`config.mk`:
```
export PLATFORM = sky130hd
export DESIGN_NAME = pipe_hazard_ctrl
export DESIGN_NICKNAME = d
export VERILOG_FILES = /design/src/rtl/pipe_hazard_ctrl_pkg.sv /design/src/rtl/pipe_hazard_ctrl_hazard_detect.sv /design/src/rtl/pipe_hazard_ctrl.sv
export SDC_FILE = /design/constraint.sdc
export NUM_CORES = 1
export LEC_CHECK = 0
export ABC_CLOCK_PERIOD_IN_PS = 2100
export CAP_MARGIN = 20
export CORE_ASPECT_RATIO = 1.4
export CORE_MARGIN = 2
export CORE_UTILIZATION = 40
export DETAILED_ROUTE_END_ITERATION = 12
export PLACE_DENSITY_LB_ADDON = 0.1
export SLEW_MARGIN = 20
export SYNTH_ARGS = -nofsm -noshare
export SYNTH_HDL_FRONTEND = slang
export SYNTH_SLANG_ARGS = --single-unit
```
`constraint.sdc`:
```
create_clock -name clk -period 2.1 [get_ports clk]
set_input_delay 0.525 -clock clk [delete_from_list [all_inputs] [get_ports clk]]
set_output_delay 0.525 -clock clk [all_outputs]
set_load 0.005 [all_outputs]
```
`src/rtl/pipe_hazard_ctrl_pkg.sv`:
```
// Shared encodings for the pipeline hazard sequencer: memory ops, FSM states, control bundle.
package pipe_hazard_ctrl_pkg;

    localparam int REG_W = 5;

    // Encoding 2'b11 is reserved and behaves as NONE.
    typedef enum logic [1:0] {
        MEMOP_NONE  = 2'b00,
        MEMOP_LOAD  = 2'b01,
        MEMOP_STORE = 2'b10
    } memop_e;

    typedef enum logic [1:0] {
        RUN,
        MEM_WAIT,
        DRAIN,
        HALTED
    } state_e;

    typedef struct packed {
        logic pc_stall;
        logic ifid_stall;
        logic ifid_flush;
        logic idex_stall;
        logic idex_flush;
        logic exmem_stall;
        logic exmem_flush;
        logic memwb_flush;
        logic halted;
    } ctrl_t;

endpackage

```
`src/rtl/pipe_hazard_ctrl_hazard_detect.sv`:
```
// Load-use compare: a LOAD in EX whose destination feeds the instruction in decode.
module pipe_hazard_ctrl_hazard_detect
    import pipe_hazard_ctrl_pkg::*;
(
    input  logic [REG_W-1:0] id_rs1,
    input  logic [REG_W-1:0] id_rs2,
    input  logic             id_uses_rs1,
    input  logic             id_uses_rs2,
    input  logic [REG_W-1:0] ex_rd,
    input  logic [1:0]       ex_mem_op,
    output logic             lu
);

    assign lu = (ex_mem_op == MEMOP_LOAD) && (ex_rd != '0) &&
                ((id_uses_rs1 && (id_rs1 == ex_rd)) ||
                 (id_uses_rs2 && (id_rs2 == ex_rd)));

endmodule

```
`src/rtl/pipe_hazard_ctrl.sv`:
```
// Pipeline latch sequencer: Mealy stall/flush decode over a RUN/MEM_WAIT/DRAIN/HALTED FSM,
// with a memory-wait timeout (also armed while draining) and a saturating stall counter.
module pipe_hazard_ctrl
    import pipe_hazard_ctrl_pkg::*;
#(
    parameter int MEM_TIMEOUT  = 255,
    parameter int DRAIN_CYCLES = 3,
    parameter int CNT_W        = 32
) (
    input  logic             clk,
    input  logic             reset,
    input  logic [REG_W-1:0] id_rs1,
    input  logic [REG_W-1:0] id_rs2,
    input  logic             id_uses_rs1,
    input  logic             id_uses_rs2,
    input  logic [REG_W-1:0] ex_rd,
    input  logic [1:0]       ex_mem_op,
    input  logic             ex_branch_taken,
    input  logic [1:0]       mem_mem_op,
    input  logic             dmem_ready,
    input  logic             halt_req,
    output logic             pc_stall,
    output logic             ifid_stall,
    output logic             ifid_flush,
    output logic             idex_stall,
    output logic             idex_flush,
    output logic             exmem_stall,
    output logic             exmem_flush,
    output logic             memwb_flush,
    output logic             halted,
    output logic             mem_fault,
    output logic [CNT_W-1:0] stall_cycles
);

    localparam int TO_W = $clog2(MEM_TIMEOUT + 1);
    localparam int DR_W = $clog2(DRAIN_CYCLES + 1);

    state_e          state, state_nx;
    logic [TO_W-1:0] tcnt, tcnt_nx;
    logic [DR_W-1:0] dcnt, dcnt_nx;
    logic            fault_set, mem_busy, lu, ex_act;
    ctrl_t           c;

    pipe_hazard_ctrl_hazard_detect u_hazard_detect (
        .id_rs1      (id_rs1),
        .id_rs2      (id_rs2),
        .id_uses_rs1 (id_uses_rs1),
        .id_uses_rs2 (id_uses_rs2),
        .ex_rd       (ex_rd),
        .ex_mem_op   (ex_mem_op),
        .lu          (lu)
    );

    assign mem_busy = ((mem_mem_op == MEMOP_LOAD) || (mem_mem_op == MEMOP_STORE)) && !dmem_ready;

    always_comb begin
        c         = '0;
        state_nx  = state;
        tcnt_nx   = tcnt;
        dcnt_nx   = dcnt;
        fault_set = 1'b0;
        ex_act    = 1'b0;
        case (state)
            RUN: begin
                if (mem_busy) begin
                    {c.pc_stall, c.ifid_stall, c.idex_stall, c.exmem_stall} = '1;
                    c.memwb_flush = 1'b1;
                    state_nx      = MEM_WAIT;
                    tcnt_nx       = TO_W'(1);
                end else begin
                    ex_act = 1'b1;
                    if (halt_req) begin
                        state_nx = DRAIN;
                        dcnt_nx  = '0;
                        tcnt_nx  = '0;
                    end
                end
            end
            MEM_WAIT: begin
                if (!mem_busy) begin
                    ex_act   = 1'b1;
                    state_nx = RUN;
                end else if (tcnt == TO_W'(MEM_TIMEOUT - 1)) begin
                    // Abandon the access: EX/MEM becomes a bubble, younger stages keep holding.
                    {c.pc_stall, c.ifid_stall, c.idex_stall} = '1;
                    c.exmem_flush = 1'b1;
                    c.memwb_flush = 1'b1;
                    fault_set     = 1'b1;
                    state_nx      = RUN;
                end else begin
                    {c.pc_stall, c.ifid_stall, c.idex_stall, c.exmem_stall} = '1;
                    c.memwb_flush = 1'b1;
                    tcnt_nx       = tcnt + 1'b1;
                end
            end
            DRAIN: begin
                c.pc_stall   = 1'b1;
                c.ifid_flush = 1'b1;
                if (mem_busy) begin
                    c.idex_stall  = 1'b1;
                    c.memwb_flush = 1'b1;
                    if (tcnt == TO_W'(MEM_TIMEOUT - 1)) begin
                        c.exmem_flush = 1'b1;
                        fault_set     = 1'b1;
                        tcnt_nx       = '0;
                    end else begin
                        c.exmem_stall = 1'b1;
                        tcnt_nx       = tcnt + 1'b1;
                    end
                end else begin
                    tcnt_nx = '0;
                    dcnt_nx = dcnt + 1'b1;
                    if (dcnt == DR_W'(DRAIN_CYCLES - 1))
                        state_nx = HALTED;
                end
            end
            HALTED: begin
                c.halted = 1'b1;
                {c.pc_stall, c.ifid_stall, c.idex_stall, c.exmem_stall} = '1;
                if (!halt_req)
                    state_nx = RUN;
            end
            default: state_nx = RUN;
        endcase
        // Branch redirect outranks the load-use bubble.
        if (ex_act) begin
            if (ex_branch_taken) begin
                c.ifid_flush = 1'b1;
                c.idex_flush = 1'b1;
            end else if (lu) begin
                c.pc_stall   = 1'b1;
                c.ifid_stall = 1'b1;
                c.idex_flush = 1'b1;
            end
        end
        if (reset)
            c = '0;
    end

    always_ff @(posedge clk) begin
        if (reset) begin
            state        <= RUN;
            tcnt         <= '0;
            dcnt         <= '0;
            mem_fault    <= 1'b0;
            stall_cycles <= '0;
        end else begin
            state <= state_nx;
            tcnt  <= tcnt_nx;
            dcnt  <= dcnt_nx;
            if (fault_set)
                mem_fault <= 1'b1;
            if (c.pc_stall && (stall_cycles != {CNT_W{1'b1}}))
                stall_cycles <= stall_cycles + 1'b1;
        end
    end

    assign pc_stall    = c.pc_stall;
    assign ifid_stall  = c.ifid_stall;
    assign ifid_flush  = c.ifid_flush;
    assign idex_stall  = c.idex_stall;
    assign idex_flush  = c.idex_flush;
    assign exmem_stall = c.exmem_stall;
    assign exmem_flush = c.exmem_flush;
    assign memwb_flush = c.memwb_flush;
    assign halted      = c.halted;

endmodule

```
==> impl_results.md, run 1 <==
* Status: finished with violations
* Failing checks: setup timing
* Total CTS buffers at 5
* Clk buf depth at 2
* Minimum clock period at 2.34 ns
* # fillers at 572
* Worst-path clk slew at 0.09 ns
* Worst hold path type: reg2reg
* RePlAce Congestion at 0.855
* Yosys cell types at 67
* Worst reg2reg path startpoint: state[1]
* Leak Pwr at 1.79 nW
* CTS Hold Buffers Added at 0
* Core Region at 6890 sq um
* PD cells at 569 nW/um^2
* Max-cap violation count at 0
* Initial antenna violation count at 0
* Die Width at 74.9 um
* Fmax at 0.428 GHz
* Vias in the first global route at 3,085
* DR vias/cell at 5.23
* Async set-or-reset flop fraction in the synthesized netlist at 0%
* Row count at 36
* Worst Path Max Fanout at 3
* Crit path largest cell delay at 0.54 ns
* Cells after synthesis at 333
* Fin crit share at 111%
* Initial DRT Pass Iterations at 4
* Die ar. at 7730 sq um
* Post-synthesis cell area at 2810 sq um
* Reg2reg path depth at 11
* WP data arrival at 1.81 ns
* Htree depth at 2
* Final setup margin at -0.235 ns
* Min Hold Slack at 0.484 ns
* Sink Count at 45
* GRT Total Usage at 22.8%
* Number of synthesized register bits at 45
* Worst EP required at 1.57 ns
* Drt wl/cell at 14.7 um
* Final net count at 523
* First-pass GRT wire length at 13,900 um
* Final hold vios at 0
* Via count at 3,061
* Final slew viol count at 0
* Diode count at 0
* Area grow syn2layout at 71.7%
* Final WL at 8590 um
* RSZ-0062 raised after global routing: true
* Post-Route Skew at 0.00590 ns
* Total gr overflow at 0
* Startpoint Class: input port
* Residual DRC at 0
* Die Span Y at 103 um
* Post-synthesis sequential area ratio at 32.0%
* Post-route ant nets at 0
* Slew @ Worst Pin at 0.360 ns
* Commonest non-fill, non-tap cells in the layout: buf_4, dfxtp_1, clkdlybuf4s50_1
* Count of input and output buffers at 67
* R2R Setup Slk at -0.16 ns
* Non-Filler Instances at 585
* Crit. Startpoint: ex_rd[0]
* Clk Latency, worst-skew pair at 0.30 ns
* Hpwl dp at 5890 um
* Crit. End Element: primary output
* Most common cell after layout, fill and taps aside: buf_4
* Setup CP Type: in2out
* Post-placement cell count at 553
* CP max-delay cell: or4_4
* Ports at 68
* Syn_area_per_cell at 8.45 sq um
* Ys Warns at 0
* Largest net degree at the start of global routing at 25
* Worst relative slew slack at 75.8%
* Sum Neg Setup Slack at -1.97 ns
* DR iter-0 viols at 91
* Root buf cell: clkbuf_8
* CTS tree: done
* Reg2reg end: stall_cycles[16]
* Main synth FF type: dfxtp_1
* CP cell instances: buf_8 -> or4_4 -> o21ai_4 -> nand2b_4 -> or3_4 -> a21oi_2 -> buf_2
* Initial core utilization at 40.8%
* Share of cells above drive strength 1 at 45.9%
* CP endpoint: ifid_stall
* Hold Crit Start: mem_fault
* Final setup vio count at 26
* Peak VDD IR at 466 uV
* Synth Net Count at 367
* EDFF count, synth at 0
-- per-stage QoR --
step                      power, mW  instance area, sq um  worst slack, ns  utilization (%)
after floorplan                1.44                  2830          -0.0466                -
after global placement         1.85                  4050            -1.00             58.7
after detailed placement       1.87                  4050            -1.03             58.7
after CTS                      2.65                  4530           -0.271             65.7
after global routing           2.91                  4830           -0.283             70.1
final                          2.75                  4830           -0.235             70.1
-- kinds of logic (layout without fill, tap and decap cells) --
kind of cell,after synthesis,in the layout,synth area share (%)
adder cells (fa/ha/maj),8,8,3.56
multiplexers,4,4,1.60
AND/OR/NAND/NOR,143,143,28.2
flip-flops,45,45,32.0
XOR/XNOR,17,17,6.23
buffers and inverters,30,186,6.14
AO/OA/AOI/OAI,86,87,22.2
-- registers in the layout, indices dropped and copies added, names as in the netlist --
| signal | cells |
|---|---|
| mem_fault | 1 |
| dcnt | 2 |
| state | 2 |
| tcnt | 8 |
| stall_cycles | 32 |
-- worst min-delay path by stage --
| stage | endpoint | slack [ns] | depth (start not counted) |
|---|---|---|---|
| after global placement | mem_fault | 0.44 | 1 |
| after global routing | mem_fault | 0.50 | 1 |
| after floorplan | mem_fault | 0.45 | 1 |
| final | mem_fault | 0.48 | 1 |
| after detailed placement | mem_fault | 0.45 | 1 |
| after CTS | mem_fault | 0.48 | 1 |
-- where the power goes --
part	total, mW	switching [mW]	internal, mW	leakage (nW)
combinational	1.25	0.568	0.677	1.39
clock	0.561	0.324	0.237	0.0445
sequential	0.939	0.0412	0.898	0.364
-- per-layer routing --
| metal | global-route usage [%] | up-vias | routed length (um) |
|---|---|---|---|
| met5 | 0 | - | 0 |
| met4 | 8.38 | 0 | 133 |
| met3 | 3.10 | 14 | 218 |
| met2 | 44.5 | 53 | 4900 |
| met1 | 24.1 | 1465 | 3340 |
| li1 | - | 1529 | - |
-- repair_timing --
item,CTS,global route
gates resized for setup,182,66
pin swaps,56,33
buffers inserted,18,7
setup endpoints to repair,51,39
cloned,3,0
-- Yosys cell counts (all sizes together) (2+ instances only) --
library cell | instances | area share [%]
a211oi | 4 | 1.2
a21o | 2 | 0.53
a21oi | 31 | 6.2
and2 | 5 | 1.1
and4 | 6 | 1.9
buf | 7 | 2.4
clkbuf | 6 | 1.2
dfxtp | 45 | 32
ha | 8 | 3.6
inv | 16 | 2.1
mux2 | 4 | 1.6
nand2 | 24 | 3.2
nand2b | 4 | 0.89
nand3 | 9 | 1.6
nand4 | 16 | 3.8
nor2 | 31 | 4.1
nor2b | 7 | 1.6
nor3 | 2 | 0.36
nor3b | 3 | 0.98
nor4 | 6 | 1.3
o211ai | 3 | 1.3
o21a | 2 | 0.53
o21ai | 23 | 4.6
o22ai | 2 | 1.2
o31a | 2 | 0.67
o31ai | 4 | 1.1
o41ai | 3 | 1.6
or2 | 2 | 0.45
or3 | 20 | 4.6
or4 | 4 | 1.1
xnor2 | 16 | 5.6
-- final cells by class --
class,count,area (sq um),area share [%]
clock inverters,3,21.3,0.441
flip-flops and latches,45,908,18.8
inverters,16,67.6,1.40
well taps,95,119,2.46
clock buffers,5,68.8,1.43
multi-input cells,259,2220,45.9
repair buffers,162,1430,29.5
-- worst max-delay path, delay by kind of cell --
family | cells | cell delay (ns)
compound gates | 2 | 0.23
buf+inv | 2 | 0.23
simple gates | 3 | 0.82
(Power assumes the default switching activity.)
==> inputs of run 2 (changes only) <==
--- a/config.mk
+++ b/config.mk
@@ -11,6 +11,7 @@
 export CORE_MARGIN = 2
 export CORE_UTILIZATION = 40
 export DETAILED_ROUTE_END_ITERATION = 12
+export DONT_BUFFER_PORTS = 1
 export PLACE_DENSITY_LB_ADDON = 0.1
 export SLEW_MARGIN = 20
 export SYNTH_ARGS = -nofsm -noshare
==> impl_results.md, run 2 (synthesis results as in run 1) <==
* Status: finished with violations
* Failing checks: setup timing
* Die Span Y at 103 um
* Largest net degree at the start of global routing at 48
* Worst-path clk slew at 0.09 ns
* Final WL at 7400 um
* Met3 wire len at 285 um
* Die Width at 74.9 um
* Commonest non-fill, non-tap cells in the layout: buf_4, dfxtp_1, nor2_1
* Startpoint Class: register
* Min Hold Slack at 0.275 ns
* # fillers at 651
* Sum Neg Setup Slack at -0.559 ns
* Residual DRC at 0
* Worst Path Max Fanout at 4
* Row count at 36
* Drt wl/cell at 14.7 um
* Crit path largest cell delay at 0.38 ns
* Post-route ant nets at 0
* Pre-CTS setup slack at -0.163 ns
* Minimum clock period at 2.18 ns
* Clk Latency, worst-skew pair at 0.30 ns
* Initial core utilization at 40.8%
* Max FFs per register at 32
* Hpwl dp at 5270 um
* RePlAce Congestion at 0.751
* Worst hold stages at 1
* Worst EP required at 2.30 ns
* Post-placement cell count at 475
* DR vias/cell at 5.33
* PD cells at 670 nW/um^2
* CP max-delay cell: dfxtp_4
* Top Registers: stall_cycles x32, tcnt x8
* R2R Setup Slk at -0.08 ns
* Reg2reg end: stall_cycles[24]
* Fin util at 55.6%
* Core Region at 6890 sq um
* Fmax at 0.458 GHz
* Fin crit share at 104%
* Reg2reg path depth at 11
* Root buf cell: clkbuf_8
* Share of cells above drive strength 1 at 37.6%
* Cell Area, Placed at 3300 sq um
* Final slew viol count at 0
* CTS tree: done
* Diode count at 0
* Final Power at 2.56 mW
* RSZ-0062 raised after global routing: true
* Clk buf depth at 2
* Area of the multi-input gates at 2000 sq um
* Crit. End Element: register
* Most common cell after layout, fill and taps aside: buf_4
* Worst hold path type: in2reg
* Storage cell area at 915 sq um
* Met2 WL at 4080 um
* Total CTS buffers at 5
* GRT Total Usage at 19.1%
* Via count at 2,678
* Max-cap violation count at 0
* Cell area after layout at 3830 sq um
* CP cell instances: inv_4 -> ha_4 -> nor2_2 -> a211oi_2 -> buf_4 -> a21oi_4 -> buf_6 -> buf_4 -> buf_6 -> and4bb_1 -> mux2_4
* Count of input and output buffers at 0
* Initial antenna violation count at 0
* Die ar. at 7730 sq um
* Vias in the first global route at 2,587
* First-pass GRT wire length at 11,600 um
* Setup CP Type: reg2reg
* Final setup vio count at 17
* Wl on met1 at 2950 um
* Htree depth at 2
* Ports at 68
* Area grow syn2layout at 36.1%
* Final net count at 440
* WP data arrival at 2.39 ns
* Peak VDD IR at 501 uV
* DR iter-0 viols at 79
* Worst reg2reg path startpoint: state[0]
* Leak Pwr at 1.36 nW
* Worst relative slew slack at 73.3%
* Final hold vios at 0
* Post-Route Skew at 0.00651 ns
* Top sig layer: met4
* Sink Count at 45
* Total gr overflow at 0
* Non-Filler Instances at 502
* CP endpoint: stall_cycles[24]
* Slew @ Worst Pin at 0.391 ns
* Largest reg by FF count: stall_cycles
* Initial DRT Pass Iterations at 4
* Final setup margin at -0.0846 ns
* Crit. Startpoint: state[0]
## run 2: cell types whose count changed in the layout (fill, tap and decap cells not counted), sizes merged
cell,before,now
buf,120,80
clkdlybuf4s15,2,0
clkdlybuf4s50,34,0
dlygate4sd2,6,0
o211ai,4,3
## run 2: where the power goes
part	total, mW	internal [mW]	switching (mW)	leakage (nW)
Clock	0.560	0.237	0.323	0.0445
Combinational	1.05	0.575	0.470	0.948
Sequential	0.958	0.904	0.0543	0.366
Total	2.56	1.72	0.848	1.36
## run 2: worst max-delay path, delay by kind of cell, from the launching register on
family                   cells  cell delay, ns
buffers and inverters        5            0.62
flip-flops                   1            0.38
adder cells (fa/ha/maj)      1            0.16
AND/OR/NAND/NOR              2            0.33
AO/OA/AOI/OAI                2            0.28
multiplexers                 1            0.30
## run 2: what timing repair did
action                     in CTS  in global routing
gates resized for setup        22                 44
setup endpoints to repair      22                 32
hold buffers                    0                  0
buffers inserted               11                  8
cloned                          0                  0
pin swaps                       8                 13
hold endpoints to repair        0                  0
## run 2: layout make-up
class	instances	area share (%)
clock buffer	5	1.80
clock inverter	3	0.556
inverter	16	1.70
multi-input combinational	258	52.3
sequential	45	23.9
tap	95	3.10
timing repair buffer	80	16.7
## run 2: metal layers
| layer | vias up | track usage (%) |
|---|---|---|
| met2 | 35 | 36.6 |
| li1 | 1359 | - |
| met3 | 6 | 4.46 |
| met5 | - | 0 |
| met1 | 1278 | 20.4 |
| met4 | 0 | 5.22 |
## run 2: how the worst min path moves through the flow
stage	end	slack [ns]	from
3_3_place_gp	mem_fault	0.47	mem_fault
4_1_cts	stall_cycles[15]	0.26	reset
3_5_place_dp	mem_fault	0.47	mem_fault
6_report	stall_cycles[2]	0.28	reset
5_1_grt	stall_cycles[2]	0.26	reset
2_1_floorplan	mem_fault	0.45	mem_fault
